## src/rtl/cm3_mcu_top_if.sv

```systemverilog
// JTAG pin bundle between a debugger (master) and the MCU debug TAP (slave).
// No latency of its own; it is plain wiring.
// No backpressure: JTAG is paced entirely by the debugger's TCK.
interface cm3_mcu_top_if;
  logic TDI;
  logic TCK;
  logic TMS;
  logic TRST;
  logic TDO;

  modport master (output TDI, output TCK, output TMS, output TRST, input TDO);
  modport slave  (input TDI, input TCK, input TMS, input TRST, output TDO);
endinterface

```

## src/rtl/cm3_mcu_top.sv

```systemverilog
// JTAG TAP oversampled by CLK: IDCODE, BYPASS, and word access to a small debug memory.
// Pins reach the TAP 2 CLKs after synchronizing; TDO is registered 1 CLK after the synced TCK fall.
// No backpressure: the TAP follows TCK, which must stay high and low for at least 3 CLKs each.
module cm3_mcu_top #(
  parameter logic [31:0] IDCODE    = 32'h4BA00477,
  parameter int          MEM_DEPTH = 16
) (
  input  logic          CLK,
  input  logic          RST,
  cm3_mcu_top_if.slave  jtag
);

  localparam int AW = (MEM_DEPTH > 1) ? $clog2(MEM_DEPTH) : 1;

  localparam logic [3:0] S_TLR    = 4'h0;
  localparam logic [3:0] S_RTI    = 4'h1;
  localparam logic [3:0] S_SEL_DR = 4'h2;
  localparam logic [3:0] S_CAP_DR = 4'h3;
  localparam logic [3:0] S_SH_DR  = 4'h4;
  localparam logic [3:0] S_EX1_DR = 4'h5;
  localparam logic [3:0] S_PAU_DR = 4'h6;
  localparam logic [3:0] S_EX2_DR = 4'h7;
  localparam logic [3:0] S_UPD_DR = 4'h8;
  localparam logic [3:0] S_SEL_IR = 4'h9;
  localparam logic [3:0] S_CAP_IR = 4'hA;
  localparam logic [3:0] S_SH_IR  = 4'hB;
  localparam logic [3:0] S_EX1_IR = 4'hC;
  localparam logic [3:0] S_PAU_IR = 4'hD;
  localparam logic [3:0] S_EX2_IR = 4'hE;
  localparam logic [3:0] S_UPD_IR = 4'hF;

  localparam logic [3:0] IR_IDCODE = 4'h1;
  localparam logic [3:0] IR_ADDR   = 4'h2;
  localparam logic [3:0] IR_DATA   = 4'h3;

  logic          r_tck_s1, r_tck_s2, r_tck_prev;
  logic          r_tms_s1, r_tms_s2;
  logic          r_tdi_s1, r_tdi_s2;
  logic          r_trst_s1, r_trst_s2;
  logic [3:0]    r_state;
  logic [3:0]    r_ir;
  logic [3:0]    r_ir_sh;
  logic [31:0]   r_dr_sh;
  logic [AW-1:0] r_addr;
  logic          r_tdo;
  logic [31:0]   r_mem [MEM_DEPTH];

  logic          w_tck_rise;
  logic          w_tck_fall;
  logic [3:0]    w_next;
  logic          w_mem_we;

  // Edges are only recognised on clean 0/1 levels, so X on the pins never advances the TAP.
  assign w_tck_rise = (r_tck_s2 == 1'b1) && (r_tck_prev == 1'b0);
  assign w_tck_fall = (r_tck_s2 == 1'b0) && (r_tck_prev == 1'b1);
  assign w_mem_we   = r_trst_s2 && w_tck_rise && (r_state == S_UPD_DR) && (r_ir == IR_DATA);
  assign jtag.TDO   = r_tdo;

  // Two-flop synchronizers for every pin plus a third TCK flop for edge detection.
  always_ff @(posedge CLK) begin
    if (RST) begin
      {r_tck_s1, r_tck_s2, r_tck_prev} <= 3'b000;
      {r_tms_s1, r_tms_s2}             <= 2'b00;
      {r_tdi_s1, r_tdi_s2}             <= 2'b00;
      {r_trst_s1, r_trst_s2}           <= 2'b00;
    end else begin
      r_tck_s1   <= jtag.TCK;
      r_tck_s2   <= r_tck_s1;
      r_tck_prev <= r_tck_s2;
      r_tms_s1   <= jtag.TMS;
      r_tms_s2   <= r_tms_s1;
      r_tdi_s1   <= jtag.TDI;
      r_tdi_s2   <= r_tdi_s1;
      r_trst_s1  <= jtag.TRST;
      r_trst_s2  <= r_trst_s1;
    end
  end

  // Standard 1149.1 state transitions, selected by the synced TMS.
  always_comb begin
    w_next = S_TLR;
    case (r_state)
      S_TLR:    w_next = r_tms_s2 ? S_TLR    : S_RTI;
      S_RTI:    w_next = r_tms_s2 ? S_SEL_DR : S_RTI;
      S_SEL_DR: w_next = r_tms_s2 ? S_SEL_IR : S_CAP_DR;
      S_CAP_DR: w_next = r_tms_s2 ? S_EX1_DR : S_SH_DR;
      S_SH_DR:  w_next = r_tms_s2 ? S_EX1_DR : S_SH_DR;
      S_EX1_DR: w_next = r_tms_s2 ? S_UPD_DR : S_PAU_DR;
      S_PAU_DR: w_next = r_tms_s2 ? S_EX2_DR : S_PAU_DR;
      S_EX2_DR: w_next = r_tms_s2 ? S_UPD_DR : S_SH_DR;
      S_UPD_DR: w_next = r_tms_s2 ? S_SEL_DR : S_RTI;
      S_SEL_IR: w_next = r_tms_s2 ? S_TLR    : S_CAP_IR;
      S_CAP_IR: w_next = r_tms_s2 ? S_EX1_IR : S_SH_IR;
      S_SH_IR:  w_next = r_tms_s2 ? S_EX1_IR : S_SH_IR;
      S_EX1_IR: w_next = r_tms_s2 ? S_UPD_IR : S_PAU_IR;
      S_PAU_IR: w_next = r_tms_s2 ? S_EX2_IR : S_PAU_IR;
      S_EX2_IR: w_next = r_tms_s2 ? S_UPD_IR : S_SH_IR;
      S_UPD_IR: w_next = r_tms_s2 ? S_SEL_DR : S_RTI;
      default:  w_next = S_TLR;
    endcase
  end

  // TAP state, IR/DR capture-shift-update on TCK rise, TDO on TCK fall; TRST beats any edge.
  always_ff @(posedge CLK) begin
    if (RST) begin
      r_state <= S_TLR;
      r_ir    <= IR_IDCODE;
      r_ir_sh <= 4'h0;
      r_dr_sh <= 32'h0;
      r_addr  <= '0;
      r_tdo   <= 1'b0;
    end else if (!r_trst_s2) begin
      r_state <= S_TLR;
      r_ir    <= IR_IDCODE;
      r_tdo   <= 1'b0;
    end else if (w_tck_rise) begin
      r_state <= w_next;
      case (r_state)
        S_CAP_IR: r_ir_sh <= 4'b0001;
        S_SH_IR:  r_ir_sh <= {r_tdi_s2, r_ir_sh[3:1]};
        S_UPD_IR: r_ir    <= r_ir_sh;
        S_CAP_DR: begin
          case (r_ir)
            IR_IDCODE: r_dr_sh <= IDCODE;
            IR_ADDR:   r_dr_sh <= {24'h0, {(8 - AW){1'b0}}, r_addr};
            IR_DATA:   r_dr_sh <= r_mem[r_addr];
            default:   r_dr_sh <= 32'h0;
          endcase
        end
        S_SH_DR: begin
          case (r_ir)
            IR_IDCODE, IR_DATA: r_dr_sh <= {r_tdi_s2, r_dr_sh[31:1]};
            IR_ADDR:            r_dr_sh <= {24'h0, r_tdi_s2, r_dr_sh[7:1]};
            default:            r_dr_sh <= {31'h0, r_tdi_s2};
          endcase
        end
        S_UPD_DR: begin
          if (r_ir == IR_ADDR) begin
            r_addr <= r_dr_sh[AW-1:0];
          end else if (r_ir == IR_DATA) begin
            r_addr <= r_addr + 1'b1;
          end
        end
        default: ;
      endcase
      // Any path into Test-Logic-Reset reselects IDCODE.
      if (w_next == S_TLR) begin
        r_ir <= IR_IDCODE;
      end
    end else if (w_tck_fall) begin
      if (r_state == S_SH_IR) begin
        r_tdo <= r_ir_sh[0];
      end else if (r_state == S_SH_DR) begin
        r_tdo <= r_dr_sh[0];
      end else begin
        r_tdo <= 1'b0;
      end
    end
  end

  // Debug memory: cleared by RST, written back from the DATA register on Update-DR.
  always_ff @(posedge CLK) begin
    if (RST) begin
      for (int i = 0; i < MEM_DEPTH; i++) begin
        r_mem[i] <= 32'h0;
      end
    end else if (w_mem_we) begin
      r_mem[r_addr] <= r_dr_sh;
    end
  end

endmodule

```

## src/flat_wrapper.sv

```systemverilog
// flat-port wrapper written by rule: the top's interface ports become plain ports
module cm3_mcu_top_flat 
#(
  parameter logic [31:0] IDCODE    = 32'h4BA00477,
  parameter int          MEM_DEPTH = 16
)
  (CLK, RST, jtag_TDI, jtag_TCK, jtag_TMS, jtag_TRST, jtag_TDO);
  cm3_mcu_top_if jtag_i ();
  input  logic CLK;
  input  logic RST;
  input wire logic [$bits(jtag_i.TDI)-1:0] jtag_TDI;
  input wire logic [$bits(jtag_i.TCK)-1:0] jtag_TCK;
  input wire logic [$bits(jtag_i.TMS)-1:0] jtag_TMS;
  input wire logic [$bits(jtag_i.TRST)-1:0] jtag_TRST;
  output wire logic [$bits(jtag_i.TDO)-1:0] jtag_TDO;
  assign jtag_i.TDI = jtag_TDI;
  assign jtag_i.TCK = jtag_TCK;
  assign jtag_i.TMS = jtag_TMS;
  assign jtag_i.TRST = jtag_TRST;
  assign jtag_TDO = jtag_i.TDO;
  cm3_mcu_top #(.IDCODE(IDCODE), .MEM_DEPTH(MEM_DEPTH)) u_core (.CLK(CLK), .RST(RST), .jtag(jtag_i));
endmodule
```

## config.mk

```make
export PLATFORM = sky130hd
export DESIGN_NAME = cm3_mcu_top_flat
export DESIGN_NICKNAME = d
export VERILOG_FILES = /design/src/rtl/cm3_mcu_top_if.sv /design/src/rtl/cm3_mcu_top.sv /design/src/flat_wrapper.sv
export SDC_FILE = /design/constraint.sdc
export NUM_CORES = 1
export LEC_CHECK = 0
export ABC_AREA = 1
export BUFFER_PORTS_ARGS = -buffer_cell sky130_fd_sc_hd__buf_2
export CAP_MARGIN = 30
export CORE_MARGIN = 4
export CORE_UTILIZATION = 30
export CTS_BUF_LIST = sky130_fd_sc_hd__clkbuf_8 sky130_fd_sc_hd__clkbuf_16
export CTS_CLUSTER_DIAMETER = 150
export DETAILED_ROUTE_END_ITERATION = 12
export GPL_TIMING_DRIVEN = 0
export PLACE_DENSITY = 0.53
export SYNTH_ARGS = -nofsm -noshare
export SYNTH_HDL_FRONTEND = slang
export SYNTH_SLANG_ARGS = --single-unit
```

## constraint.sdc

```tcl
create_clock -name CLK -period 2.35 [get_ports CLK]
set_input_delay 0.1175 -clock CLK [delete_from_list [all_inputs] [get_ports CLK]]
set_output_delay 0.1175 -clock CLK [all_outputs]
set_load 0.03 [all_outputs]
```

### Word level (Yosys, flattened, before mapping)

Memories as Yosys holds them, arrays and structs flattened. A register that Yosys moved wholly into a read port is not among the register bits.
Index checks and enable logic that the tools add are counted.
W data, S select, Z words.

| word-level totals | value |
|---|---|
| bits in registers | 58 |
| RAM bits | 512 |
| input port bits | 6 |
| output and inout port bits | 1 |
| word-level logic and storage cells | 94 |
| memories | 1 |

Memory list:

| memory | words | width | rd ports | clocked after Yosys merged registers in | wr ports | RTL line | source |
|---|---|---|---|---|---|---|---|
| u_core.r_mem | 16 | 32 | 1 | 1 | 16 | cm3_mcu_top.sv:46 | `logic [31:0] r_mem [MEM_DEPTH];` |

| operators by class | value |
|---|---|
| $add $sub $neg | 1 |
| equal/unequal tests | 18 |
| mux-type cells | 33 |
| bitwise logic cells | 4 |
| reduce and logical (&&, ||, !) cells | 22 |

Operator list:

| cell | number |
|---|---|
| $pmux W32 S2 | 2 |
| $pmux W32 S3 | 1 |
| $pmux W4 S12 | 1 |
| $mux W4 | 11 |
| $eq A4 B4 Y1 const B | 8 |
| $mux W32 | 1 |
| $reduce_or A32 Y1 | 1 |
| $eq A4 B2 Y1 const B | 4 |
| $eq A4 B3 Y1 const B | 4 |
| $mux W1 | 11 |
| $eq A4 B1 Y1 const B | 2 |
| $logic_not A4 Y1 | 2 |
| $pmux W4 S2 | 1 |
| $reduce_bool A2 Y1 | 4 |
| $reduce_or A2 Y1 | 4 |
| $mux W2 | 3 |
| $mux W3 | 2 |
| $reduce_and A3 Y1 | 2 |
| $logic_and A1 B1 Y1 | 5 |
| $add A4 B1 Y4 const B | 1 |
| $not A1 Y1 | 4 |
| $reduce_and A2 Y1 | 2 |
| $reduce_and A4 Y1 | 1 |
| $reduce_or A3 Y1 | 1 |

### Depth between registers and ports, before layout

Gate-level depths: netlist of run 1.

| depth | value |
|---|---|
| depth in word-level cells | 10 |
| gate-level depth with buffers | 13 |
| mapped depth without buffers | 13 |

### Least setup slack after synthesis of run 1

Ideal clock, no wire load.

| timing path | value |
|---|---|
| path kind | reg2reg |
| start | reg u_core.r_state[0] |
| end | mem u_core.r_mem[10][0], enable pin |
| setup time | 389 ps |
| arrival time | 2131 ps |
| data required time | 1961 ps |
| slack | -170 ps |
| cell stages (with the launch flop) | 10 |
| path buffers | 2 |
| period minus slack after synthesis | 2520 ps |
| cell sequence | dfxtp_1 > buf_2 > nor2_2 > nand2_1 > nor2_2 > nand3_4 > nor2_4 > nand2_2 > buf_2 > nand2_1 |

RTL lines:

| what | RTL line | source |
|---|---|---|
| start, declared | cm3_mcu_top.sv:40 | `logic [3:0] r_state;` |
| start signal, assigned | cm3_mcu_top.sv:117 | `r_state <= w_next;` |
| end, declared | cm3_mcu_top.sv:46 |  |

==> impl_results.html, run 1 <==
<table>
<tr><th>Metric</th><th>Value</th></tr>
<tr><th colspan="2">Logic synthesis</th></tr>
<tr><td>Cell area after technology mapping</td><td>25700 um2</td></tr>
<tr><td>Most common cell in the synthesized netlist</td><td>sky130_fd_sc_hd__nor2_1</td></tr>
<tr><td>Most instantiated flip-flop cell in the synthesis netlist</td><td>sky130_fd_sc_hd__edfxtp_1</td></tr>
<tr><td>Register bit count reported by yosys</td><td>574</td></tr>
<tr><td>Cells after synthesis</td><td>2538</td></tr>
<tr><td>Sequential cell area fraction in the yosys report</td><td>64.7%</td></tr>
<tr><td>Yosys top cell by area</td><td>sky130_fd_sc_hd__edfxtp_1</td></tr>
<tr><td>Number of distinct standard cells referenced by the synthesized netlist</td><td>31</td></tr>
<tr><td>YS warnings</td><td>0</td></tr>
<tr><td>Cell types occupying the most area after synthesis</td><td>sky130_fd_sc_hd__edfxtp_1 (60%), sky130_fd_sc_hd__nor2_1 (12%), sky130_fd_sc_hd__o21ai_0 (5.5%)</td></tr>
<tr><td>Post-synth net total</td><td>2548</td></tr>
<tr><td>Synth top cells by count</td><td>sky130_fd_sc_hd__nor2_1 (841), sky130_fd_sc_hd__edfxtp_1 (512), sky130_fd_sc_hd__o21ai_0 (280), sky130_fd_sc_hd__nand2_1 (182), sky130_fd_sc_hd__nand3_1 (122)</td></tr>
<tr><td>Mean Syn Cell Area</td><td>10.1 um2</td></tr>
<tr><td>Ys async rst share</td><td>0%</td></tr>
<tr><td>Count of flip-flops with a built-in enable after synthesis</td><td>512</td></tr>
<tr><td>Area fraction of the dominant cell type after synthesis</td><td>59.9%</td></tr>
<tr><th colspan="2">CTS</th></tr>
<tr><td>Root Buffer</td><td>sky130_fd_sc_hd__clkbuf_16</td></tr>
<tr><td>Clock transition at the register clock pins on the worst setup and hold paths after CTS</td><td>60 ps</td></tr>
<tr><td>H-tree depth</td><td>2</td></tr>
<tr><td>Maximum clock insertion buffer count</td><td>3</td></tr>
<tr><td>Skew-Pair Late Insertion Delay</td><td>660 ps</td></tr>
<tr><td>Sinks on Clock Net</td><td>574</td></tr>
<tr><td>Inserted Clock Buffers</td><td>61</td></tr>
<tr><td>Clock tree from TritonCTS</td><td>built</td></tr>
<tr><th colspan="2">Routing</th></tr>
<tr><td>Highest metal used</td><td>met4</td></tr>
<tr><td>Detailed router's first-iteration violation count</td><td>3052</td></tr>
<tr><td>DR WL met2</td><td>46700 um</td></tr>
<tr><td>Wire length on met3</td><td>12400 um</td></tr>
<tr><td>Number of vias after detailed routing</td><td>21272</td></tr>
<tr><td>Number of nets with antenna violations after detailed routing</td><td>0</td></tr>
<tr><td>Remaining routing DRC violations</td><td>0</td></tr>
<tr><td>Length of the first detailed-routing pass in iterations</td><td>6</td></tr>
<tr><td>Ratio of routed vias to standard cells</td><td>5.46</td></tr>
<tr><td>Post-Route M1 WL</td><td>41500 um</td></tr>
<tr><td>Routed WL per cell</td><td>27.7 um</td></tr>
<tr><td>Routed wire length</td><td>108000 um</td></tr>
<tr><th colspan="2">Floorplanning</th></tr>
<tr><td>Top-Level Pins</td><td>7</td></tr>
<tr><td>Area enclosed by the die boundary</td><td>90300 um2</td></tr>
<tr><td>Number of placement rows</td><td>107</td></tr>
<tr><td>Die extent in y</td><td>301 um</td></tr>
<tr><td>Effective utilization at floorplan</td><td>30.2%</td></tr>
<tr><td>Floorplan die width</td><td>301 um</td></tr>
<tr><td>Core ar.</td><td>85000 um2</td></tr>
<tr><th colspan="2">Critical path</th></tr>
<tr><td>Sort of element at the end of the critical path</td><td>flip-flop</td></tr>
<tr><td>Element type at the critical path start</td><td>flip-flop</td></tr>
<tr><td>Slowest cell on the critical path</td><td>sky130_fd_sc_hd__clkbuf_2</td></tr>
<tr><td>Crit path DAT</td><td>2990 ps</td></tr>
<tr><td>Number of buffer and inverter instances along the worst setup path</td><td>3</td></tr>
<tr><td>Ordered list of cells on the worst path</td><td>buf_4 &gt; buf_4 &gt; clkbuf_2 &gt; o21ai_0 &gt; o221ai_1 &gt; nand3_1 &gt; nand2_1 &gt; nand2_1 &gt; a21oi_1</td></tr>
<tr><td>Largest delay contributor family on the critical path</td><td>buffers and inverters</td></tr>
<tr><td>Logic depth of the worst register-to-register path</td><td>9</td></tr>
<tr><td>Maximum fanout encountered on the critical timing path</td><td>10</td></tr>
<tr><td>Worst Setup Path Type</td><td>reg -&gt; reg</td></tr>
<tr><td>Worst EP required</td><td>2930 ps</td></tr>
<tr><td>Reg2Reg Capture Point</td><td>u_core.r_dr_sh[13]$_SDFFE_PP0P_</td></tr>
<tr><td>Worst-case register-to-register setup slack</td><td>-50 ps</td></tr>
<tr><td>Largest incremental delay on the critical path</td><td>470 ps</td></tr>
<tr><th colspan="2">Placement</th></tr>
<tr><td>HPWL Detailed</td><td>68300 um</td></tr>
<tr><td># port buffers</td><td>5</td></tr>
<tr><td>Dpl ws</td><td>-788 ps</td></tr>
<tr><td>Final GP Congestion</td><td>0.900</td></tr>
<tr><th colspan="2">Layout</th></tr>
<tr><td>Layout overhead on the synthesized area</td><td>21.9%</td></tr>
<tr><td>Final-stage net count</td><td>2707</td></tr>
<tr><td>Fraction of layout cells with a size suffix above 1</td><td>14.2%</td></tr>
<tr><th colspan="2">Global routing</th></tr>
<tr><td>GRT Residual Overflow</td><td>0</td></tr>
<tr><td>Aggregate global-route resource usage</td><td>22.9%</td></tr>
<tr><td>Global-route wire length before repair</td><td>148000 um</td></tr>
<tr><td>Number of antenna violations at the first check in global routing</td><td>1</td></tr>
<tr><td>Pin count of the biggest net entering global routing</td><td>22</td></tr>
<tr><td>Via count of the first global-routing pass</td><td>19984</td></tr>
<tr><th colspan="2">Power</th></tr>
<tr><td>Gate power share</td><td>3.8%</td></tr>
<tr><td>Portion of total power attributed to the clock network</td><td>43.7%</td></tr>
<tr><td>Static leakage</td><td>10.8 nW</td></tr>
<tr><td>Total Power</td><td>22.0 mW</td></tr>
<tr><td>Reg power frac</td><td>52.5%</td></tr>
<tr><td>Power density normalized to cell area</td><td>702 nW/um2</td></tr>
<tr><td>Switching share of total power</td><td>22.2%</td></tr>
<tr><td>Peak supply drop</td><td>0.610 mV</td></tr>
<tr><td>Cell Int Power</td><td>17.1 mW</td></tr>
<tr><td>Switching power total</td><td>4.88 mW</td></tr>
<tr><th colspan="2">STA</th></tr>
<tr><td>Final setup viols</td><td>5</td></tr>
<tr><td>Tightest Pin Transition</td><td>1070 ps</td></tr>
<tr><td>RSZ-0062 raised after global routing</td><td>yes</td></tr>
<tr><td>Summed negative setup slack over all endpoints</td><td>-118 ps</td></tr>
<tr><td>Maximum clock frequency</td><td>416 MHz</td></tr>
<tr><td>Post-layout minimum cycle time</td><td>2400 ps</td></tr>
<tr><td>Count of pins over their slew limit</td><td>0</td></tr>
<tr><td>Share of the cycle needed by the critical path after routing</td><td>102%</td></tr>
<tr><td>Final hold violation count</td><td>0</td></tr>
<tr><td>Remaining max-slew budget at the tightest pin</td><td>28.7%</td></tr>
<tr><td>Worst clock skew on the final layout</td><td>33.8 ps</td></tr>
<tr><td>Worst setup margin</td><td>-53.7 ps</td></tr>
<tr><th colspan="2">Flow run</th></tr>
<tr><td>Total of max-cap violations</td><td>0</td></tr>
<tr><th colspan="2">Run status</th></tr>
<tr><td>Result of the run</td><td>finished with violations</td></tr>
<tr><td>Failing checks</td><td>negative setup slack</td></tr>
<tr><th colspan="2">Hold path</th></tr>
<tr><td>Worst hold path endpoint</td><td>u_core.r_tck_prev$_SDFF_PP0_</td></tr>
<tr><td>Type of the tightest min-delay check</td><td>in -&gt; reg</td></tr>
<tr><td>Cells on Worst Hold Path</td><td>3</td></tr>
<tr><td>Worst Min Path Start</td><td>RST</td></tr>
</table>
[registers in the layout, summed over array words and instances, names as in the netlist, named ones only]
name	count
u_core.r_mem	512
u_core.r_dr_sh	32
u_core.r_addr	4
u_core.r_ir	4
u_core.r_ir_sh	4
u_core.r_state	4
u_core.jtag.TDO	1
u_core.r_tck_prev	1
u_core.r_tck_s1	1
u_core.r_tck_s2	1
u_core.r_tdi_s1	1
u_core.r_tdi_s2	1
u_core.r_tms_s1	1
u_core.r_tms_s2	1
u_core.r_trst_s1	1
u_core.r_trst_s2	1
[cell type report]
class,count,area [um2]
Clock inverter,45,298
Multi-Input combinational cell,1665,7990
Antenna cell,1,2.50
Sequential cell,574,16600
Fill cell,8381,53700
Timing Repair Buffer,101,1610
Buffer,200,1330
Tap cell,1144,1430
Inverter,94,360
Clock buffer,69,1660
[cells in the final DEF, fill, tap and decap left out, types with 12 or more instances in the layout]
master,synthesis,layout
sky130_fd_sc_hd__nand2_1,182,163
sky130_fd_sc_hd__nor2_1,841,837
sky130_fd_sc_hd__o211ai_1,37,37
sky130_fd_sc_hd__nor2_4,5,13
sky130_fd_sc_hd__clkbuf_1,107,66
sky130_fd_sc_hd__edfxtp_1,512,512
sky130_fd_sc_hd__o221ai_1,60,59
sky130_fd_sc_hd__buf_16,0,16
sky130_fd_sc_hd__nand2_8,0,21
sky130_fd_sc_hd__o21ai_0,280,280
sky130_fd_sc_hd__o22ai_1,16,15
sky130_fd_sc_hd__buf_12,0,32
sky130_fd_sc_hd__clkbuf_2,0,39
sky130_fd_sc_hd__clkbuf_4,0,12
sky130_fd_sc_hd__dfxtp_1,62,57
sky130_fd_sc_hd__clkinv_2,0,12
sky130_fd_sc_hd__clkinv_1,12,16
sky130_fd_sc_hd__buf_6,45,40
sky130_fd_sc_hd__nand3_1,122,122
sky130_fd_sc_hd__buf_2,42,27
sky130_fd_sc_hd__inv_1,73,93
sky130_fd_sc_hd__clkbuf_16,0,72
sky130_fd_sc_hd__buf_4,7,46
sky130_fd_sc_hd__a21oi_1,72,71
sky130_fd_sc_hd__nand2_4,0,12
[worst reg2reg max path, cell delays in order, from the launching register on]
cell,delay (ps)
sky130_fd_sc_hd__dfxtp_1,310
sky130_fd_sc_hd__buf_4,230
sky130_fd_sc_hd__buf_4,240
sky130_fd_sc_hd__clkbuf_2,480
sky130_fd_sc_hd__o21ai_0,240
sky130_fd_sc_hd__o221ai_1,370
sky130_fd_sc_hd__nand3_1,180
sky130_fd_sc_hd__nand2_1,120
sky130_fd_sc_hd__nand2_1,60
sky130_fd_sc_hd__a21oi_1,120
[power groups by stage]
stage	sequential [mW]	combinational (mW)	clock (mW)
after floorplan	11.7	0.265	0
after global placement	11.8	0.477	0
after detailed placement	11.8	0.550	0
after CTS	11.5	0.738	9.61
after global routing	11.6	0.850	9.99
final	11.5	0.835	9.59
[per-layer routing]
metal / vias up / track usage (%)
li1: 9078 / -
met5: - / 0
met2: 1503 / 35.4
met1: 10343 / 30.6
met4: 0 / 12.3
met3: 348 / 4.20
[worst max path at each step]
stage,to,cells after the start
3_3_place_gp,u_core.r_mem[6][13]$_SDFFCE_PN0P_,5
6_report,u_core.r_dr_sh[13]$_SDFFE_PP0P_,9
4_1_cts,u_core.r_mem[1][6]$_SDFFCE_PN0P_,6
3_5_place_dp,u_core.r_mem[10][0]$_SDFFCE_PN0P_,6
2_1_floorplan,u_core.r_mem[10][0]$_SDFFCE_PN0P_,9
5_1_grt,u_core.r_mem[5][29]$_SDFFCE_PN0P_,6
[cells by family (layout without fill, tap and decap cells)]
logic type	after synthesis	in the layout	share of synthesized area [%]
adder cells (fa/ha/maj)	4	4	0.195
AND/OR/NAND/NOR	1176	1177	18.2
AO/OA/AOI/OAI	483	483	10.8
flip-flops	574	574	64.7
other	0	1	0
XOR/XNOR	1	1	0.0341
buffers and inverters	300	509	6.01
[what timing repair did]
item	in CTS	in global routing
endpoints found under the hold margin	13	0
buffers inserted	44	5
pin swaps	5	5
gates resized for setup	141	67
endpoints found under the setup margin	541	434
hold buffers	5	0
gates cloned	13	11
[stage by stage]
step	cell area [um2]	instances	hold slack, ps	util, %
2_1_floorplan	25700	2538	224	-
3_3_place_gp	27200	3687	323	32.0
3_5_place_dp	27500	3705	324	32.4
4_1_cts	30900	3879	101	36.3
5_1_grt	31300	3892	115	36.8
6_report	31300	3893	118	36.8
Power figures use the tool's default switching activity.
==> run 2, diff against run 1 <==
--- a/config.mk
+++ b/config.mk
@@ -5,7 +5,7 @@
 export SDC_FILE = /design/constraint.sdc
 export NUM_CORES = 1
 export LEC_CHECK = 0
-export ABC_AREA = 1
+export ABC_AREA = 0
 export BUFFER_PORTS_ARGS = -buffer_cell sky130_fd_sc_hd__buf_2
 export CAP_MARGIN = 30
 export CORE_MARGIN = 4
==> impl_results.html, run 2 <==
<table>
<tr><th>Metric</th><th>Value</th></tr>
<tr><th colspan="2">Critical path</th></tr>
<tr><td>Maximum fanout encountered on the critical timing path</td><td>14 (was 10)</td></tr>
<tr><td>Element type at the critical path start</td><td>flip-flop (unchanged)</td></tr>
<tr><td>Crit path DAT</td><td>2750 ps (was 2990 ps)</td></tr>
<tr><td>Logic depth of the worst register-to-register path</td><td>9 (unchanged)</td></tr>
<tr><td>Sort of element at the end of the critical path</td><td>flip-flop (unchanged)</td></tr>
<tr><td>Worst EP required</td><td>2680 ps (was 2930 ps)</td></tr>
<tr><td>Worst-case register-to-register setup slack</td><td>-70 ps (was -50 ps)</td></tr>
<tr><td>Worst Setup Path Type</td><td>reg -&gt; reg (unchanged)</td></tr>
<tr><th colspan="2">Power</th></tr>
<tr><td>Peak supply drop</td><td>0.561 mV (was 0.610 mV)</td></tr>
<tr><td>Power density normalized to cell area</td><td>693 nW/um2 (was 702 nW/um2)</td></tr>
<tr><td>Static leakage</td><td>10.9 nW (was 10.8 nW)</td></tr>
<tr><th colspan="2">Placement</th></tr>
<tr><td>HPWL Detailed</td><td>54800 um (was 68300 um)</td></tr>
<tr><td>Dpl ws</td><td>-1010 ps (was -788 ps)</td></tr>
<tr><td>Post-placement cell area</td><td>27900 um2 (was 27500 um2)</td></tr>
<tr><td>Count of placed standard cells including taps</td><td>3001 (was 3705)</td></tr>
<tr><td># port buffers</td><td>6 (was 5)</td></tr>
<tr><td>Final GP Congestion</td><td>0.878 (was 0.900)</td></tr>
<tr><th colspan="2">Layout</th></tr>
<tr><td>Reg with most FFs</td><td>u_core.r_mem (unchanged)</td></tr>
<tr><td>Area taken by flip-flops and latches</td><td>16600 um2 (about the same)</td></tr>
<tr><td>Area used by multi-input combinational logic</td><td>9290 um2 (was 7990 um2)</td></tr>
<tr><td>Final-stage net count</td><td>1985 (was 2707)</td></tr>
<tr><td>Commonest non-fill, non-tap cells in the layout</td><td>sky130_fd_sc_hd__edfxtp_1 (512), sky130_fd_sc_hd__and2_1 (380), sky130_fd_sc_hd__and3_1 (130), sky130_fd_sc_hd__mux2i_1 (91), sky130_fd_sc_hd__mux4_2 (90) (was sky130_fd_sc_hd__nor2_1 (837), sky130_fd_sc_hd__edfxtp_1 (512), sky130_fd_sc_hd__o21ai_0 (280), sky130_fd_sc_hd__nand2_1 (163), sky130_fd_sc_hd__nand3_1 (122))</td></tr>
<tr><td>Layout Cell Area excl Fill</td><td>31500 um2 (was 31300 um2)</td></tr>
<tr><td>Layout overhead on the synthesized area</td><td>21.3% (was 21.9%)</td></tr>
<tr><td>Largest register FFs</td><td>512 (unchanged)</td></tr>
<tr><td>Non-filler instance count after layout</td><td>3168 (was 3893)</td></tr>
<tr><td>Final antenna diode count</td><td>0 (was 1)</td></tr>
<tr><td>Largest registers</td><td>u_core.r_mem: 512 flops, u_core.r_dr_sh: 32 flops (unchanged)</td></tr>
<tr><td>Fraction of layout cells with a size suffix above 1</td><td>21.8% (was 14.2%)</td></tr>
<tr><td>Final-layout fill cell count</td><td>7989 (was 8381)</td></tr>
<tr><td>Most frequent standard cell in the layout excluding fill and tap cells</td><td>sky130_fd_sc_hd__edfxtp_1 (was sky130_fd_sc_hd__nor2_1)</td></tr>
<tr><th colspan="2">Floorplanning</th></tr>
<tr><td>Top-Level Pins</td><td>7 (unchanged)</td></tr>
<tr><td>Area enclosed by the die boundary</td><td>91400 um2 (was 90300 um2)</td></tr>
<tr><td>Number of placement rows</td><td>107 (unchanged)</td></tr>
<tr><td>Die extent in y</td><td>302 um (was 301 um)</td></tr>
<tr><td>Effective utilization at floorplan</td><td>30.4% (was 30.2%)</td></tr>
<tr><td>Core ar.</td><td>85500 um2 (was 85000 um2)</td></tr>
<tr><td>Floorplan die width</td><td>302 um (was 301 um)</td></tr>
<tr><th colspan="2">STA</th></tr>
<tr><td>Count of pins over their slew limit</td><td>0 (unchanged)</td></tr>
<tr><td>Tightest Pin Transition</td><td>901 ps (was 1070 ps)</td></tr>
<tr><td>Remaining max-slew budget at the tightest pin</td><td>39.8% (was 28.7%)</td></tr>
<tr><td>RSZ-0062 raised after global routing</td><td>yes (unchanged)</td></tr>
<tr><td>Worst clock skew on the final layout</td><td>25.0 ps (was 33.8 ps)</td></tr>
<tr><td>Final hold violation count</td><td>0 (unchanged)</td></tr>
<tr><td>Share of the cycle needed by the critical path after routing</td><td>103% (was 102%)</td></tr>
<tr><td>Post-layout minimum cycle time</td><td>2420 ps (was 2400 ps)</td></tr>
<tr><td>Final setup viols</td><td>79 (was 5)</td></tr>
<tr><td>Worst setup margin</td><td>-72.6 ps (was -53.7 ps)</td></tr>
<tr><td>Maximum clock frequency</td><td>413 MHz (was 416 MHz)</td></tr>
<tr><th colspan="2">CTS</th></tr>
<tr><td>Skew-Pair Late Insertion Delay</td><td>630 ps (was 660 ps)</td></tr>
<tr><td>H-tree depth</td><td>2 (unchanged)</td></tr>
<tr><td>Clock tree from TritonCTS</td><td>built (unchanged)</td></tr>
<tr><td>Maximum clock insertion buffer count</td><td>3 (unchanged)</td></tr>
<tr><td>Inserted Clock Buffers</td><td>59 (was 61)</td></tr>
<tr><td>Root Buffer</td><td>sky130_fd_sc_hd__clkbuf_16 (unchanged)</td></tr>
<tr><td>Clock transition at the register clock pins on the worst setup and hold paths after CTS</td><td>70 ps (was 60 ps)</td></tr>
<tr><td>Sinks on Clock Net</td><td>574 (unchanged)</td></tr>
<tr><th colspan="2">Logic synthesis</th></tr>
<tr><td>Synth top cells by count</td><td>sky130_fd_sc_hd__edfxtp_1 (512), sky130_fd_sc_hd__and2_1 (380), sky130_fd_sc_hd__and3_1 (130), sky130_fd_sc_hd__clkbuf_1 (119), sky130_fd_sc_hd__mux2i_1 (103) (was sky130_fd_sc_hd__nor2_1 (841), sky130_fd_sc_hd__edfxtp_1 (512), sky130_fd_sc_hd__o21ai_0 (280), sky130_fd_sc_hd__nand2_1 (182), sky130_fd_sc_hd__nand3_1 (122))</td></tr>
<tr><td>Cell types occupying the most area after synthesis</td><td>sky130_fd_sc_hd__edfxtp_1 (59%), sky130_fd_sc_hd__and2_1 (9.1%), sky130_fd_sc_hd__mux4_2 (7.8%) (was sky130_fd_sc_hd__edfxtp_1 (60%), sky130_fd_sc_hd__nor2_1 (12%), sky130_fd_sc_hd__o21ai_0 (5.5%))</td></tr>
<tr><td>Most common cell in the synthesized netlist</td><td>sky130_fd_sc_hd__edfxtp_1 (was sky130_fd_sc_hd__nor2_1)</td></tr>
<tr><td>Mean Syn Cell Area</td><td>14.2 um2 (was 10.1 um2)</td></tr>
<tr><td>YS warnings</td><td>0 (unchanged)</td></tr>
<tr><td>Area fraction of the dominant cell type after synthesis</td><td>59.2% (was 59.9%)</td></tr>
<tr><td>Ys async rst share</td><td>0% (unchanged)</td></tr>
<tr><td>Most instantiated flip-flop cell in the synthesis netlist</td><td>sky130_fd_sc_hd__edfxtp_1 (unchanged)</td></tr>
<tr><td>Register bit count reported by yosys</td><td>574 (unchanged)</td></tr>
<tr><td>Sequential cell area fraction in the yosys report</td><td>64.0% (was 64.7%)</td></tr>
<tr><td>Count of flip-flops with a built-in enable after synthesis</td><td>512 (unchanged)</td></tr>
<tr><td>Cell area after technology mapping</td><td>26000 um2 (was 25700 um2)</td></tr>
<tr><td>Yosys top cell by area</td><td>sky130_fd_sc_hd__edfxtp_1 (unchanged)</td></tr>
<tr><td>Cells after synthesis</td><td>1833 (was 2538)</td></tr>
<tr><td>Number of distinct standard cells referenced by the synthesized netlist</td><td>61 (was 31)</td></tr>
<tr><td>Post-synth net total</td><td>1843 (was 2548)</td></tr>
<tr><th colspan="2">Routing</th></tr>
<tr><td>Detailed router's first-iteration violation count</td><td>1932 (was 3052)</td></tr>
<tr><td>Length of the first detailed-routing pass in iterations</td><td>5 (was 6)</td></tr>
<tr><td>Ratio of routed vias to standard cells</td><td>5.26 (was 5.46)</td></tr>
<tr><td>Routed wire length</td><td>82800 um (was 108000 um)</td></tr>
<tr><td>Routed WL per cell</td><td>26.2 um (was 27.7 um)</td></tr>
<tr><td>Number of nets with antenna violations after detailed routing</td><td>0 (unchanged)</td></tr>
<tr><td>Number of vias after detailed routing</td><td>16668 (was 21272)</td></tr>
<tr><td>Remaining routing DRC violations</td><td>0 (unchanged)</td></tr>
<tr><th colspan="2">Global routing</th></tr>
<tr><td>GRT Residual Overflow</td><td>0 (unchanged)</td></tr>
<tr><td>Number of antenna violations at the first check in global routing</td><td>1 (unchanged)</td></tr>
<tr><td>Pin count of the biggest net entering global routing</td><td>20 (was 22)</td></tr>
<tr><td>Aggregate global-route resource usage</td><td>17.8% (was 22.9%)</td></tr>
<tr><td>Via count of the first global-routing pass</td><td>16630 (was 19984)</td></tr>
<tr><td>Global-route wire length before repair</td><td>119000 um (was 148000 um)</td></tr>
<tr><th colspan="2">Hold path</th></tr>
<tr><td>Cells on Worst Hold Path</td><td>3 (unchanged)</td></tr>
<tr><td>Type of the tightest min-delay check</td><td>in -&gt; reg (unchanged)</td></tr>
<tr><th colspan="2">Flow run</th></tr>
<tr><td>Total of max-cap violations</td><td>0 (unchanged)</td></tr>
<tr><th colspan="2">Run status</th></tr>
<tr><td>Result of the run</td><td>finished with violations (unchanged)</td></tr>
<tr><td>Failing checks</td><td>negative setup slack (unchanged)</td></tr>
</table>
==> run 2: changes by cell type in the layout (fill, tap and decap cells not counted), sizes merged, moves of 103 or more <==
cell,previous run,this run
nand3,123,10
nand2,200,49
and3,0,130
o21ai,285,46
and2,0,380
nor2,853,44
mux2i,0,103
==> run 2: path summary, 6_finish.rpt <==
kind | from | endpoint
setup / recovery | u_core.r_ir[3]$_SDFFE_PP0P_ | u_core.r_mem[0][25]$_SDFFCE_PN0P_
hold / removal | RST | u_core.r_trst_s2$_SDFF_PP0_
setup reg to reg | u_core.r_ir[3]$_SDFFE_PP0P_ | u_core.r_mem[0][25]$_SDFFCE_PN0P_
hold reg to reg | u_core.r_tck_s1$_SDFF_PP0_ | u_core.r_tck_s2$_SDFF_PP0_
==> run 2: routing by layer <==
layer	wire length, um	GRT usage [%]
met5	0	0
met4	2640	5.82
met3	6240	3.17
met2	39600	28.9
met1	34400	24.3
==> run 2: power breakdown <==
group	total, mW	switching, mW	leakage, nW	internal (mW)
combinational	0.839	0.485	4.55	0.355
clock	9.35	4.10	0.966	5.25
sequential	11.6	0.124	5.36	11.5
total	21.8	4.71	10.9	17.1
==> run 2: timing repair <==
item                                    CTS  global route
setup buffers                            34             6
resized for setup                       179            80
hold buffers                              4             0
hold endpoints to repair                  4             0
endpoints found under the setup margin  945           472
cloned                                   12             8
pin swaps                                12             9
==> run 2: through the flow <==
step                hold slack [ps]  util [%]  setup TNS (ps)  power (mW)
CTS                             125      36.3            -629        21.9
global route                    180      36.8           -4470        22.5
detailed placement              355      32.6         -525810        12.5
finish                          139      36.8           -2810        21.8
global placement                357      32.2         -717190        12.4
floorplan                       246         -            -172        12.2
==> run 2: cells by family after synthesis <==
| kind of cell | Yosys count | synth area share, % |
|---|---|---|
| AND/OR/NAND/NOR | 686 | 16.0 |
| flip-flops | 574 | 64.0 |
| multiplexers | 194 | 11.8 |
| AO/OA/AOI/OAI | 193 | 5.19 |
| buffers and inverters | 181 | 2.86 |
| adder cells (fa/ha/maj) | 4 | 0.193 |
| XOR/XNOR | 1 | 0.0337 |
==> run 2: layout make-up <==
cell class / count / share of cell area (%)
Sequential cell: 574 / 52.8
Multi-Input combinational cell: 1087 / 29.5
Clock buffer: 62 / 4.85
Tap cell: 1144 / 4.54
Timing Repair Buffer: 78 / 3.90
Buffer: 166 / 3.09
Clock inverter: 48 / 1.23
Inverter: 9 / 0.119
==> run 2: worst max-delay path, cell delays in order, from the launching register on <==
cell and delay (ps):
sky130_fd_sc_hd__dfxtp_4 340, sky130_fd_sc_hd__and4bb_1 290, sky130_fd_sc_hd__buf_6 110, sky130_fd_sc_hd__nand4_4 150, sky130_fd_sc_hd__or3_4 440, sky130_fd_sc_hd__buf_12 160
sky130_fd_sc_hd__buf_8 120, sky130_fd_sc_hd__o21ai_4 130, sky130_fd_sc_hd__buf_12 170, sky130_fd_sc_hd__buf_16 180
==> run 3, diff against run 2 <==
--- a/config.mk
+++ b/config.mk
@@ -5,16 +5,18 @@
 export SDC_FILE = /design/constraint.sdc
 export NUM_CORES = 1
 export LEC_CHECK = 0
-export ABC_AREA = 0
+export ABC_AREA = 1
 export BUFFER_PORTS_ARGS = -buffer_cell sky130_fd_sc_hd__buf_2
 export CAP_MARGIN = 30
+export CELL_PAD_IN_SITES_DETAIL_PLACEMENT = 1
+export CELL_PAD_IN_SITES_GLOBAL_PLACEMENT = 1
 export CORE_MARGIN = 4
 export CORE_UTILIZATION = 30
 export CTS_BUF_LIST = sky130_fd_sc_hd__clkbuf_8 sky130_fd_sc_hd__clkbuf_16
 export CTS_CLUSTER_DIAMETER = 150
 export DETAILED_ROUTE_END_ITERATION = 12
 export GPL_TIMING_DRIVEN = 0
-export PLACE_DENSITY = 0.53
+export PLACE_DENSITY = 0.62
 export SYNTH_ARGS = -nofsm -noshare
 export SYNTH_HDL_FRONTEND = slang
 export SYNTH_SLANG_ARGS = --single-unit
==> impl_results.html, run 3 (same netlist as run 1, synthesis figures left out) <==
<table>
<tr><th>Metric</th><th>Value</th></tr>
<tr><th colspan="2">Run status</th></tr>
<tr><td>Result of the run</td><td>finished with violations (unchanged)</td></tr>
<tr><td>Failing checks</td><td>negative setup slack (unchanged)</td></tr>
<tr><th colspan="2">Floorplanning</th></tr>
<tr><td>Top-Level Pins</td><td>7 (unchanged)</td></tr>
<tr><td>Effective utilization at floorplan</td><td>30.2% (was 30.4%)</td></tr>
<tr><td>Number of placement rows</td><td>107 (unchanged)</td></tr>
<tr><td>Floorplan die width</td><td>301 um (was 302 um)</td></tr>
<tr><td>Core ar.</td><td>85000 um2 (was 85500 um2)</td></tr>
<tr><td>Die extent in y</td><td>301 um (was 302 um)</td></tr>
<tr><td>Area enclosed by the die boundary</td><td>90300 um2 (was 91400 um2)</td></tr>
<tr><th colspan="2">Global routing</th></tr>
<tr><td>Via count of the first global-routing pass</td><td>22416 (was 16630)</td></tr>
<tr><td>GRT Residual Overflow</td><td>0 (unchanged)</td></tr>
<tr><td>Pin count of the biggest net entering global routing</td><td>24 (was 20)</td></tr>
<tr><td>Aggregate global-route resource usage</td><td>25.1% (was 17.8%)</td></tr>
<tr><td>Fraction of met1 tracks used by global routing</td><td>32.0% (was 24.3%)</td></tr>
<tr><td>Global-route wire length before repair</td><td>161000 um (was 119000 um)</td></tr>
<tr><td>M2 GR Usage</td><td>40.2% (was 28.9%)</td></tr>
<tr><td>Number of antenna violations at the first check in global routing</td><td>6 (was 1)</td></tr>
<tr><td>Highest-utilization routing layer at the global route stage</td><td>met2 (unchanged)</td></tr>
<tr><td>Met3 GRT Util</td><td>5.20% (was 3.17%)</td></tr>
<tr><th colspan="2">Routing</th></tr>
<tr><td>Number of nets with antenna violations after detailed routing</td><td>0 (unchanged)</td></tr>
<tr><td>Remaining routing DRC violations</td><td>0 (unchanged)</td></tr>
<tr><td>Routed WL per cell</td><td>29.8 um (was 26.2 um)</td></tr>
<tr><td>Number of vias after detailed routing</td><td>21771 (was 16668)</td></tr>
<tr><td>Length of the first detailed-routing pass in iterations</td><td>7 (was 5)</td></tr>
<tr><td>Ratio of routed vias to standard cells</td><td>5.58 (was 5.26)</td></tr>
<tr><td>Detailed router's first-iteration violation count</td><td>2812 (was 1932)</td></tr>
<tr><td>Routed wire length</td><td>116000 um (was 82800 um)</td></tr>
<tr><th colspan="2">Critical path</th></tr>
<tr><td>Worst EP required</td><td>2860 ps (was 2680 ps)</td></tr>
<tr><td>Worst Setup Path Type</td><td>reg -&gt; reg (unchanged)</td></tr>
<tr><td>Critical path capture point</td><td>u_core.r_dr_sh[14]$_SDFFE_PP0P_ (was u_core.r_mem[0][25]$_SDFFCE_PN0P_)</td></tr>
<tr><td>Sort of element at the end of the critical path</td><td>flip-flop (unchanged)</td></tr>
<tr><td>Maximum fanout encountered on the critical timing path</td><td>10 (was 14)</td></tr>
<tr><td>Crit path DAT</td><td>2870 ps (was 2750 ps)</td></tr>
<tr><td>Element type at the critical path start</td><td>flip-flop (unchanged)</td></tr>
<tr><td>Worst-case register-to-register setup slack</td><td>-10 ps (was -70 ps)</td></tr>
<tr><td>Logic depth of the worst register-to-register path</td><td>7 (was 9)</td></tr>
<tr><td>Reg2Reg Capture Point</td><td>u_core.r_dr_sh[14]$_SDFFE_PP0P_ (was u_core.r_mem[0][25]$_SDFFCE_PN0P_)</td></tr>
<tr><th colspan="2">CTS</th></tr>
<tr><td>Skew-Pair Late Insertion Delay</td><td>620 ps (was 630 ps)</td></tr>
<tr><td>Sinks on Clock Net</td><td>574 (unchanged)</td></tr>
<tr><td>Clock transition at the register clock pins on the worst setup and hold paths after CTS</td><td>60 ps (was 70 ps)</td></tr>
<tr><td>H-tree depth</td><td>3 (was 2)</td></tr>
<tr><td>Maximum clock insertion buffer count</td><td>3 (unchanged)</td></tr>
<tr><td>Root Buffer</td><td>sky130_fd_sc_hd__clkbuf_16 (unchanged)</td></tr>
<tr><td>Inserted Clock Buffers</td><td>67 (was 59)</td></tr>
<tr><td>Clock tree from TritonCTS</td><td>built (unchanged)</td></tr>
<tr><th colspan="2">Placement</th></tr>
<tr><td>Post-placement cell area</td><td>27600 um2 (was 27900 um2)</td></tr>
<tr><td>Dpl ws</td><td>-891 ps (was -1010 ps)</td></tr>
<tr><td>Final GP Congestion</td><td>0.905 (was 0.878)</td></tr>
<tr><td># port buffers</td><td>5 (was 6)</td></tr>
<tr><td>HPWL Detailed</td><td>75000 um (was 54800 um)</td></tr>
<tr><td>Count of placed standard cells including taps</td><td>3710 (was 3001)</td></tr>
<tr><th colspan="2">Layout</th></tr>
<tr><td>Reg with most FFs</td><td>u_core.r_mem (unchanged)</td></tr>
<tr><td>Largest registers</td><td>u_core.r_mem: 512 flops, u_core.r_dr_sh: 32 flops (unchanged)</td></tr>
<tr><td>Most frequent standard cell in the layout excluding fill and tap cells</td><td>sky130_fd_sc_hd__nor2_1 (was sky130_fd_sc_hd__edfxtp_1)</td></tr>
<tr><td>Fraction of layout cells with a size suffix above 1</td><td>14.7% (was 21.8%)</td></tr>
<tr><td>Final antenna diode count</td><td>0 (unchanged)</td></tr>
<tr><td>Non-filler instance count after layout</td><td>3900 (was 3168)</td></tr>
<tr><td>Layout overhead on the synthesized area</td><td>23.1% (was 21.3%)</td></tr>
<tr><td>Commonest non-fill, non-tap cells in the layout</td><td>sky130_fd_sc_hd__nor2_1 (836), sky130_fd_sc_hd__edfxtp_1 (512), sky130_fd_sc_hd__o21ai_0 (280), sky130_fd_sc_hd__nand2_1 (163), sky130_fd_sc_hd__nand3_1 (121) (was sky130_fd_sc_hd__edfxtp_1 (512), sky130_fd_sc_hd__and2_1 (380), sky130_fd_sc_hd__and3_1 (130), sky130_fd_sc_hd__mux2i_1 (91), sky130_fd_sc_hd__mux4_2 (90))</td></tr>
<tr><td>Largest register FFs</td><td>512 (unchanged)</td></tr>
<tr><td>Final-stage net count</td><td>2716 (was 1985)</td></tr>
<tr><td>Layout Cell Area excl Fill</td><td>31600 um2 (was 31500 um2)</td></tr>
<tr><th colspan="2">STA</th></tr>
<tr><td>Maximum clock frequency</td><td>423 MHz (was 413 MHz)</td></tr>
<tr><td>Final setup viols</td><td>1 (was 79)</td></tr>
<tr><td>Worst setup margin</td><td>-14.3 ps (was -72.6 ps)</td></tr>
<tr><td>Count of pins over their slew limit</td><td>0 (unchanged)</td></tr>
<tr><td>Tightest Pin Transition</td><td>973 ps (was 901 ps)</td></tr>
<tr><td>Smallest hold slack</td><td>256 ps (was 139 ps)</td></tr>
<tr><td>Remaining max-slew budget at the tightest pin</td><td>35.1% (was 39.8%)</td></tr>
<tr><td>Final hold violation count</td><td>0 (unchanged)</td></tr>
<tr><td>RSZ-0062 raised after global routing</td><td>yes (unchanged)</td></tr>
<tr><td>Summed negative setup slack over all endpoints</td><td>-14.3 ps (was -2810 ps)</td></tr>
<tr><td>Share of the cycle needed by the critical path after routing</td><td>101% (was 103%)</td></tr>
<tr><td>Worst clock skew on the final layout</td><td>28.8 ps (was 25.0 ps)</td></tr>
<tr><td>Post-layout minimum cycle time</td><td>2360 ps (was 2420 ps)</td></tr>
<tr><th colspan="2">Power</th></tr>
<tr><td>Gate power share</td><td>3.8% (about the same)</td></tr>
<tr><td>Reg power frac</td><td>51.3% (was 53.3%)</td></tr>
<tr><td>Portion of total power attributed to the clock network</td><td>45.0% (was 42.8%)</td></tr>
<tr><td>Peak supply drop</td><td>0.486 mV (was 0.561 mV)</td></tr>
<tr><td>Switching share of total power</td><td>22.3% (was 21.6%)</td></tr>
<tr><td>Static leakage</td><td>11.0 nW (was 10.9 nW)</td></tr>
<tr><td>Cell Int Power</td><td>17.5 mW (was 17.1 mW)</td></tr>
<tr><td>Switching power total</td><td>5.03 mW (was 4.71 mW)</td></tr>
<tr><td>Power density normalized to cell area</td><td>713 nW/um2 (was 693 nW/um2)</td></tr>
<tr><th colspan="2">Hold path</th></tr>
<tr><td>Type of the tightest min-delay check</td><td>in -&gt; reg (unchanged)</td></tr>
<tr><th colspan="2">Flow run</th></tr>
<tr><td>Total of max-cap violations</td><td>0 (unchanged)</td></tr>
</table>
run 3: cell types whose count changed in the layout (fill, tap and decap cells not counted), sizes merged, moves of 113 or more:
cell | before | now
and2 | 380 | 0
nand2 | 49 | 199
nand3 | 10 | 123
and3 | 130 | 0
nor2 | 44 | 853
o21ai | 46 | 285
run 3: cell type report:
| type | instances | area [um2] |
|---|---|---|
| sequential | 574 | 16600 |
| tap | 1144 | 1430 |
| fill | 9435 | 53400 |
| clock inverter | 44 | 267 |
| multi-input combinational | 1664 | 7990 |
| clock buffer | 75 | 1820 |
| inverter | 94 | 359 |
| timing repair buffer | 107 | 1720 |
| buffer | 198 | 1400 |
run 3: per-layer routing:
metal / part of all wire [%] / up-vias
met3: 11 / 347
met2: 46 / 1306
met1: 38 / 11031
li1: - / 9087
met5: 0 / -
met4: 6.2 / 0
run 3: how the worst min path moves through the flow:
stage               startpoint                         end  depth (start not counted)  slack, ps
finish                jtag_TCK  u_core.r_tck_s1$_SDFF_PP0_                          4        260
global route               RST  u_core.r_tms_s2$_SDFF_PP0_                          3        300
CTS                   jtag_TCK  u_core.r_tck_s1$_SDFF_PP0_                          4        230
detailed placement    jtag_TDI  u_core.r_tdi_s1$_SDFF_PP0_                          3        330
global placement      jtag_TDI  u_core.r_tdi_s1$_SDFF_PP0_                          3        330
floorplan             jtag_TCK  u_core.r_tck_s1$_SDFF_PP0_                          2        220
run 3: power groups by stage:
stage	clock [mW]	combinational [mW]	sequential [mW]
after global placement	0	0.484	11.8
after CTS	10.2	0.770	11.6
after floorplan	0	0.265	11.7
after detailed placement	0	0.564	11.8
final	10.1	0.847	11.6
after global routing	10.6	0.865	11.6
run 3: critical path, cell delays in order (launching register included):
cell                              delay, ps
sky130_fd_sc_hd__dfxtp_1                320
sky130_fd_sc_hd__clkbuf_1               290
sky130_fd_sc_hd__clkdlybuf4s15_1        860
sky130_fd_sc_hd__o221ai_1               390
sky130_fd_sc_hd__nand3_1                210
sky130_fd_sc_hd__nand2_1                 70
sky130_fd_sc_hd__nand2_1                 70
sky130_fd_sc_hd__a21oi_1                 60
run 3: per-stage QoR:
stage	util, %	power (mW)
finish	37.2	22.5
global route	37.2	23.1
CTS	36.6	22.5
detailed placement	32.5	12.3
global placement	32.0	12.2
floorplan	-	12.0
run 3: timing repair:
action,4_1_cts,5_1_grt
pin swaps,8,8
endpoints found under the hold margin,11,0
gates resized for setup,155,120
endpoints found under the setup margin,647,362
gates cloned,13,7
hold buffers,6,0
buffers inserted,42,10
